**src/rtl/l2_port_arbiter.sv**
```systemverilog
// l2_port_arbiter: round-robin share of one line-wide L2 port between the L1 I-cache and D-cache
module l2_port_arbiter #(
   parameter int ADDR_W = 32,
   parameter int LINE_W = 256
) (
   input  logic              clk,
   input  logic              rst,
   input  logic              i_read,
   input  logic [ADDR_W-1:0] i_addr,
   output logic [LINE_W-1:0] i_rdata,
   output logic              i_resp,
   input  logic              d_read,
   input  logic              d_write,
   input  logic [ADDR_W-1:0] d_addr,
   input  logic [LINE_W-1:0] d_wdata,
   output logic [LINE_W-1:0] d_rdata,
   output logic              d_resp,
   output logic              l2_read,
   output logic              l2_write,
   output logic [ADDR_W-1:0] l2_addr,
   output logic [LINE_W-1:0] l2_wdata,
   input  logic [LINE_W-1:0] l2_rdata,
   input  logic              l2_resp,
   output logic              grant_d
);
   typedef enum logic [1:0] {IDLE, BUSY, DONE} state_t;
   state_t            state, state_nxt;
   // owner_d doubles as last_grant: the owner of a transaction is by definition the last one granted
   logic              owner_d;
   logic              write_q;
   logic [ADDR_W-1:0] addr_q;
   logic [LINE_W-1:0] wdata_q;
   logic              req_i, req_d, pick_d, busy;
   assign req_i  = i_read;
   assign req_d  = d_read | d_write;
   assign pick_d = req_d & (~req_i | ~owner_d);
   assign busy   = state == BUSY;
   // state register
   always_ff @(posedge clk or negedge rst) begin
      if (!rst) state <= IDLE;
      else      state <= state_nxt;
   end
   // next-state: grant from IDLE, wait for L2 in BUSY, one release cycle in DONE
   always_comb begin
      state_nxt = state;
      case (state)
         IDLE:    state_nxt = (req_i | req_d) ? BUSY : IDLE;
         BUSY:    state_nxt = l2_resp ? DONE : BUSY;
         default: state_nxt = IDLE;
      endcase
   end
   // latch the winner's transaction at the grant edge
   always_ff @(posedge clk or negedge rst) begin
      if (!rst) begin
         owner_d <= 1'b0;
         write_q <= 1'b0;
         addr_q  <= '0;
         wdata_q <= '0;
      end else if (state == IDLE && (req_i | req_d)) begin
         owner_d <= pick_d;
         write_q <= pick_d & d_write;
         addr_q  <= pick_d ? d_addr : i_addr;
         wdata_q <= pick_d ? d_wdata : '0;
      end
   end
   // outputs: L2 request only while BUSY, responses routed to the owner
   always_comb begin
      l2_read  = busy & ~write_q;
      l2_write = busy & write_q;
      l2_addr  = busy ? addr_q : '0;
      l2_wdata = busy ? wdata_q : '0;
      grant_d  = busy & owner_d;
      i_resp   = busy & l2_resp & ~owner_d;
      d_resp   = busy & l2_resp & owner_d;
      i_rdata  = l2_rdata;
      d_rdata  = l2_rdata;
   end
endmodule

```
**config.mk**
```make
export PLATFORM = sky130hd
export DESIGN_NAME = l2_port_arbiter
export DESIGN_NICKNAME = d
export VERILOG_FILES = /design/src/rtl/l2_port_arbiter.sv
export SDC_FILE = /design/constraint.sdc
export NUM_CORES = 1
export LEC_CHECK = 0
export CAP_MARGIN = 10
export CELL_PAD_IN_SITES_DETAIL_PLACEMENT = 0
export CELL_PAD_IN_SITES_GLOBAL_PLACEMENT = 1
export CORE_AREA = 2 2 548 550
export CTS_BUF_LIST = sky130_fd_sc_hd__clkbuf_8
export DETAILED_ROUTE_END_ITERATION = 8
export DIE_AREA = 0 0 550 552
export PLACE_DENSITY = 0.3
export SLEW_MARGIN = 20
export SYNTH_ARGS = -nofsm -noshare
export SYNTH_HDL_FRONTEND = slang
export SYNTH_SLANG_ARGS = --single-unit
```
**constraint.sdc**
```tcl
create_clock -name clk -period 1.9 [get_ports clk]
set_input_delay 0.38 -clock clk [delete_from_list [all_inputs] [get_ports clk]]
set_output_delay 0.38 -clock clk [all_outputs]
set_load 0.02 [all_outputs]
```
==> run_results.csv, run 1 <==
group,metric,value,unit
run_status,status,"complete, but fails checks",
run_status,violations,"negative setup slack",
place,placedCellCount,5592,
grt,grt_first_pass_wirelength,165,mm
finish,nNetsFinal,2472,
timing,rsz0062_at_grt,"true",
route,drc,0,
hold_path,hold_path_class,"input pin to register",
route,vias_per_cell,2.21,
power_and_ir_drop,p_leak,11.9,nW
yosys,yosys.area.top_type,"dfrtp_1",
yosys,yosysWarnings,0,
timing,finalSetupViolCount,293,
place,gp_congestion,0.709,
route,vias,13069,
grt,antenna_found_initial,99,
worst_setup_path,cp.arrival,2350,ps
timing,min_period,2730,ps
timing,tightestPinTransition,958,ps
timing,final-hold-violation-count,0,
worst_setup_path,worstSetupPathType,"register to output port",
yosys,synth.distinct_cells,17,
yosys,synth_nets,2105,
route,routed_wl,140,mm
grt,grt_pass1_vias,14108,
clock_tree,clkTransAtPathRegs,60,ps
timing,slew_viol_final,0,
worst_setup_path,worstPathMaxFanout,31,
yosys,ys_seq_area_frac,0.443,
clock_tree,clockBufferDepth,4,
power_and_ir_drop,p_sw,0.0192,W
yosys,syn_inst,1523,
floorplan,start_util,0.0553,
yosys,netlist.area_leader.share,0.443,
floorplan,core,298000,sq um
finish,instances_no_fill,5916,
yosys,syn_area_per_cell,10.8,sq um
route,drtIter0Drc,494,
route,post_drt_wl_per_cell,23.6,um
timing,max_freq,367,MHz
place,port_buffers,618,
power_and_ir_drop,seqPwrFrac,0.236,
route,postRouteAntennaNets,0,
clock_tree,cts.sinks,292,
timing,fin_skew,55.5,ps
grt,grt_usage,0.0852,
clock_tree,cts_buffers,75,
yosys,synthTopCellsByArea,"dfrtp_1 44%, buf_4 24%, a22o_1 14%, and2_1 11%, mux2_2 4.4%",
floorplan,dieArea,304000,sq um
worst_setup_path,cp_data_required_time,1520,ps
yosys,netlist_area,16500,sq um
power_and_ir_drop,p_clk_frac,0.176,
place,hpwl,110,mm
grt,grt_overflow_total,0,
clock_tree,clock_latency,820,ps
job,maxCapViolCount,0,
power_and_ir_drop,switching_share,0.406,
floorplan,die_x,550,um
yosys,synth-seq-cells,292,
worst_setup_path,worst_setup_path_start_kind,"register",
clock_tree,cts_tree,"built",
power_and_ir_drop,power_frac_comb,0.589,
timing,finalCritPeriodShare,1.44,
timing,relSlewSlack,0.359,
clock_tree,htreeDepth,3,
grt,grt_max_degree,71,
power_and_ir_drop,p_total,0.0473,W
worst_setup_path,setup.worst_path.end_class,"output port",
floorplan,fp.dieH,552,um
power_and_ir_drop,powerDensity,1570,nW/um^2
power_and_ir_drop,peakVddDrop,0.000437,V
clock_tree,clockRootBuffer,"clkbuf_8",
finish,area_delta_synth_final,82.6,%
floorplan,io_pins,1387,
route,drt-pass1-iter-count,4,
timing,setup_ws,-828,ps
floorplan,num_rows,201,
power_and_ir_drop,p_int,0.0281,W
finish,layout-drive-gt1-share,0.394,
Yosys cell counts:
cell type	count
nand2b_1	1
nor2_1	2
o31ai_1	1
buf_1	13
and2_1	292
buf_6	2
buf_2	16
a22o_1	257
and3_1	1
buf_4	537
dfrtp_1	292
o21ai_0	1
a21o_1	1
a2bb2oi_2	1
nor2b_1	2
mux2_2	64
clkbuf_1	40
final cells by class:
cell class                      instances  area [sq um]
Fill cell                           34381        268000
Timing Repair Buffer                  898         11100
Sequential cell                       292          7310
Multi-Input combinational cell        623          5270
Tap cell                             3958          4950
Clock buffer                           91          1250
Clock inverter                         36           210
Antenna cell                           18          45.0
power by group through the flow:
stage	Combinational, W	Sequential (W)	Clock, W
6_report	0.0279	0.0112	0.00831
5_1_grt	0.0303	0.0115	0.00911
4_1_cts	0.0262	0.0112	0.00897
3_5_place_dp	0.0237	0.0112	0
3_3_place_gp	0.0237	0.0113	0
2_1_floorplan	0.0114	0.00980	0
worst paths after layout:
check | startpoint | end | slack (ps) | depth (start not counted)
hold / removal | d_wdata[218] | wdata_q[218] | 160 | 2
setup / recovery | state[1] | l2_wdata[133] | -830 | 6
min in group asynchronous | rst | wdata_q[229] | 230 | 3
max in group asynchronous | rst | wdata_q[200] | 290 | 3
setup reg to reg | state[1] | wdata_q[242] | 0 | 9
hold reg to reg | wdata_q[123] | wdata_q[123] | 490 | 1
through the flow:
step	hold slack, ps	utilization	setup TNS, ps	setup slack (ps)	cell area (sq um)
after CTS	0.429	0.0982	-340390	-1180	29300
after floorplan	84.4	-	0	237	16500
final	160	0.101	-212280	-828	30100
after global routing	66.1	0.101	-277700	-1060	30100
after detailed placement	291	0.0872	-115920	-328	26000
after global placement	291	0.0872	-120810	-338	26000
layout by cell type (no fill, tap or decap), drive strengths merged:
cell / instances
clkinvlp: 2
nor2: 2
a2bb2oi: 1
o21ai: 1
a21o: 1
nor2b: 2
buf: 400
and2: 292
o31ai: 1
and3: 1
inv: 24
clkdlybuf4s15: 15
clkinv: 8
nand2b: 1
clkdlybuf4s50: 324
diode: 18
dlygate4sd3: 120
mux2: 64
bufinv: 2
dfrtp: 292
clkbuf: 130
a22o: 257
worst max-delay path: stages (launching register included):
cell and delay [ps]:
dfrtp_1 410, nor2b_4 180, buf_12 180, buf_16 180, buf_16 180, and2_1 210, buf_12 140
repair_timing:
| item | 4_1_cts | 5_1_grt |
|---|---|---|
| pin swaps | 1 | 27 |
| setup endpoints to repair | 540 | 581 |
| resized for setup | 502 | 244 |
| cloned | 11 | 23 |
| endpoints found under the hold margin | 410 | 0 |
| buffers inserted | 15 | 13 |
| hold buffers | 120 | 0 |
cells by family after synthesis:
logic type,Yosys count,share of synthesized area
AOI/OAI and AO/OA,261,0.138
DFF,292,0.443
and+or+nand+nor,298,0.113
muxes,64,0.0437
buffers and inverters,608,0.263
state kept, by name, summed over array words and instances, names as in the netlist:
register  count
state         2
owner_d       1
write_q       1
addr_q       32
wdata_q     256
routing by layer:
| metal | GRT usage | vias to the layer above | share of wire | wire [um] |
|---|---|---|---|---|
| met4 | 0.0559 | 10 | 0.072 | 10000 |
| met2 | 0.128 | 985 | 0.43 | 60200 |
| li1 | - | 5452 | - | - |
| met1 | 0.0846 | 6092 | 0.34 | 47500 |
| met5 | 0.000791 | - | 0.00046 | 64 |
| met3 | 0.0587 | 530 | 0.16 | 22000 |
(Power assumes the default switching activity.)
==> run 2: changes to the inputs <==
--- a/config.mk
+++ b/config.mk
@@ -5,14 +5,16 @@
 export SDC_FILE = /design/constraint.sdc
 export NUM_CORES = 1
 export LEC_CHECK = 0
+export ABC_AREA = 1
 export CAP_MARGIN = 10
 export CELL_PAD_IN_SITES_DETAIL_PLACEMENT = 0
 export CELL_PAD_IN_SITES_GLOBAL_PLACEMENT = 1
-export CORE_AREA = 2 2 548 550
+export CORE_AREA = 2 2 540 542
 export CTS_BUF_LIST = sky130_fd_sc_hd__clkbuf_8
+export CTS_CLUSTER_DIAMETER = 120
 export DETAILED_ROUTE_END_ITERATION = 8
-export DIE_AREA = 0 0 550 552
-export PLACE_DENSITY = 0.3
+export DIE_AREA = 0 0 542 544
+export PLACE_DENSITY = 0.31
 export SLEW_MARGIN = 20
 export SYNTH_ARGS = -nofsm -noshare
 export SYNTH_HDL_FRONTEND = slang
==> run 2 against run 1 <==
  * The run still ends with negative setup slack left
  * Via count is 32% higher
  * Die area fell by 2.9%
  * Sequential share of layout area fell by 1.2 points
  * Sequential power decreased by 15%
  * Count of clock-buffer cells in the layout decreased by 7
  * Critical path depth rose by 2
  * Synthesized area up 16%
  * Sequential cell count did not move
  * Hold slack better by 110 ps
  * Maximum frequency up 7.3%
  * Combinational power is essentially flat
  * Global-route usage rose by 0.66 points
  * Highest routed layer unchanged
==> run_results.csv, run 2 <==
group,metric,value,unit
grt,grt_max_degree,54,
yosys,ys_seq_area_frac,0.382,
power_and_ir_drop,powerDensity,1440,nW/um^2
yosys,synthMostInstantiatedCell,"inv_1",
yosys,ys_async_sr_fraction,1.00,
power_and_ir_drop,p_int,0.0242,W
clock_tree,clockRootBuffer,"clkbuf_8",
power_and_ir_drop,p_total,0.0456,W
yosys,synth_top_flop_cell,"dfrtp_1",
route,post_drt_wl_per_cell,20.5,um
finish,largest_reg_flops,256,
grt,grt_overflow_total,0,
timing,tightestPinTransition,837,ps
grt,grt_pass1_vias,18908,
timing,slew_viol_final,0,
yosys,synth_commonest_cells,"616 x inv_1, 550 x nor2_1, 524 x buf_4",
worst_setup_path,slowest_stage,"dfrtp_1",
finish,fin_util,0.109,
finish,layout.cells.most_common,"inv_1",
worst_setup_path,crit_family,"buffers and inverters",
clock_tree,clockBufferDepth,3,
floorplan,core,289000,sq um
clock_tree,clock_latency,760,ps
yosys,synth.distinct_cells,15,
route,vias_per_cell,2.50,
place,hpwl,117,mm
finish,regMostFlops,"wdata_q",
timing,relSlewSlack,0.440,
timing,finalSetupViolCount,584,
route,drtIter0Drc,663,
worst_setup_path,cp_data_required_time,1520,ps
timing,rsz0062_at_grt,"true",
yosys,synth-seq-cells,292,
route,routed_wl,142,mm
route,vias,17237,
grt,antenna_found_initial,21,
run_status,status,"complete, but fails checks",
power_and_ir_drop,p_clk_frac,0.173,
timing,setup_ws,-643,ps
yosys,netlist_area,19100,sq um
finish,area_delta_synth_final,65.5,%
timing,final-hold-violation-count,0,
floorplan,num_rows,198,
worst_setup_path,worst_setup_path_start_kind,"register",
job,maxCapViolCount,0,
floorplan,start_util,0.0661,
yosys,syn_inst,2790,
floorplan,die_x,542,um
grt,grt_usage,0.0918,
route,drc,0,
hold_path,hold_path_class,"input pin to register",
timing,max_freq,393,MHz
floorplan,io_pins,1387,
grt,grt_first_pass_wirelength,181,mm
grt,grt_use_met1,0.0940,
yosys,syn_area_per_cell,6.86,sq um
clock_tree,cts_buffers,73,
worst_setup_path,setup.worst_path.end_class,"output port",
yosys,synth_edf_count,0,
power_and_ir_drop,power_frac_comb,0.618,
yosys,yosysWarnings,0,
power_and_ir_drop,p_sw,0.0215,W
finish,nNetsFinal,3640,
worst_setup_path,worstSetupPathType,"register to output port",
timing,holdWs,266,ps
place,pre_cts_slack,-454,ps
grt,met2_usage,0.139,
timing,min_period,2540,ps
floorplan,fp.dieH,544,um
finish,reg_top3,"wdata_q (256), addr_q (32), state (2)",
yosys,netlist.area_leader.share,0.382,
run_status,violations,"negative setup slack",
worst_setup_path,cp.arrival,2160,ps
place,gp_congestion,0.722,
route,postRouteAntennaNets,0,
grt,grt_most_used_layer,"met2",
grt,use_met3,0.0618,
power_and_ir_drop,seqPwrFrac,0.209,
yosys,yosys.area.top_type,"dfrtp_1",
finish,layout-drive-gt1-share,0.254,
clock_tree,cts.sinks,292,
worst_setup_path,crit_buf_inv,6,
power_and_ir_drop,switching_share,0.470,
place,port_buffers,618,
worst_setup_path,path_cells,"inv_2 > nand2_4 > buf_12 > buf_16 > buf_16 > nor2_4 > buf_6 > buf_12",
finish,layout_common_cells,"638 x inv_1, 355 x nand2_1, 351 x nor2_1, 324 x clkdlybuf4s50_1, 292 x dfrtp_1",
worst_setup_path,critPathMaxStageDelay,360,ps
power_and_ir_drop,peakVddDrop,0.000468,V
floorplan,dieArea,295000,sq um
yosys,synthTopCellsByArea,"dfrtp_1 38%, buf_4 21%, inv_1 12%, nor2_1 11%, nand2_1 7.0%",
route,drt-pass1-iter-count,5,
timing,finalCritPeriodShare,1.34,
timing,fin_skew,55.0,ps
clock_tree,htreeDepth,3,
clock_tree,cts_tree,"built",
clock_tree,clkTransAtPathRegs,50,ps
yosys,synth_nets,3372,
power_and_ir_drop,p_leak,14.0,nW
worst_setup_path,worstPathMaxFanout,8,
==> run 2: cells by family (layout without fill, tap and decap cells) <==
group / Yosys count / after routing / share of synthesized area
other: 0 / 3 / 0
buffers and inverters: 1262 / 1573 / 0.354
DFF: 292 / 292 / 0.382
AOI/OAI and AO/OA: 262 / 262 / 0.0692
and+or+nand+nor: 974 / 974 / 0.195
==> run 2: area by class of cell <==
type                            count  area, sq um
Fill cell                       33749       258000
Timing Repair Buffer              838         9820
Sequential cell                   292         7310
Multi-Input combinational cell   1236         6130
Tap cell                         3800         4750
Inverter                          617         2320
Clock buffer                       84         1160
Clock inverter                     34          193
Antenna cell                        3         7.51
==> run 2: final timing paths <==
check | to | slack (ps) | depth (start not counted) | from
setup / recovery | l2_wdata[167] | -640 | 8 | state[1]
hold / removal | addr_q[15] | 270 | 5 | i_addr[15]
min in group asynchronous | wdata_q[29] | 290 | 3 | rst
max in group asynchronous | wdata_q[15] | 370 | 3 | rst
setup reg to reg | wdata_q[147] | -480 | 14 | state[1]
hold reg to reg | addr_q[31] | 470 | 2 | addr_q[31]
==> run 2: worst register-to-register path: stages, from the launching register on <==
cell and delay, ps:
dfrtp_1 330, inv_2 50, buf_4 120, buf_4 120
buf_4 120, buf_4 120, buf_4 120, buf_4 120
buf_4 120, nand2_1 200, a21oi_4 70, buf_4 190
buf_12 160, nand2_1 310, o21ai_0 100
==> run 2: routing by layer <==
| layer | part of all wire | vias to the layer above |
|---|---|---|
| met5 | 0.0018 | - |
| met4 | 0.060 | 8 |
| met3 | 0.15 | 373 |
| met2 | 0.43 | 1016 |
| met1 | 0.36 | 7782 |
| li1 | - | 8058 |
==> run 2: what timing repair did <==
item                                   CTS  global route
gates cloned                             4             8
pin swaps                                3             7
hold buffers                             2             0
endpoints found under the hold margin  182             0
resized for setup                      450           501
setup buffers                           11             7
setup endpoints to repair              472           584
==> run 2: power by group through the flow <==
stage / clock network, W / registers [W] / logic [W]
finish: 0.00790 / 0.00952 / 0.0282
global placement: 0 / 0.00962 / 0.0253
floorplan: 0 / 0.00936 / 0.0115
global route: 0.00866 / 0.00979 / 0.0311
detailed placement: 0 / 0.00962 / 0.0252
CTS: 0.00860 / 0.00953 / 0.0266
==> run 2: metrics by stage <==
step	TNS (ps)	cell area, sq um	std cells
floorplan	0	19100	2790
global placement	-122630	28500	6762
detailed placement	-119410	28500	6762
CTS	-307560	30400	6893
global route	-341400	31700	6902
finish	-239940	31700	6904
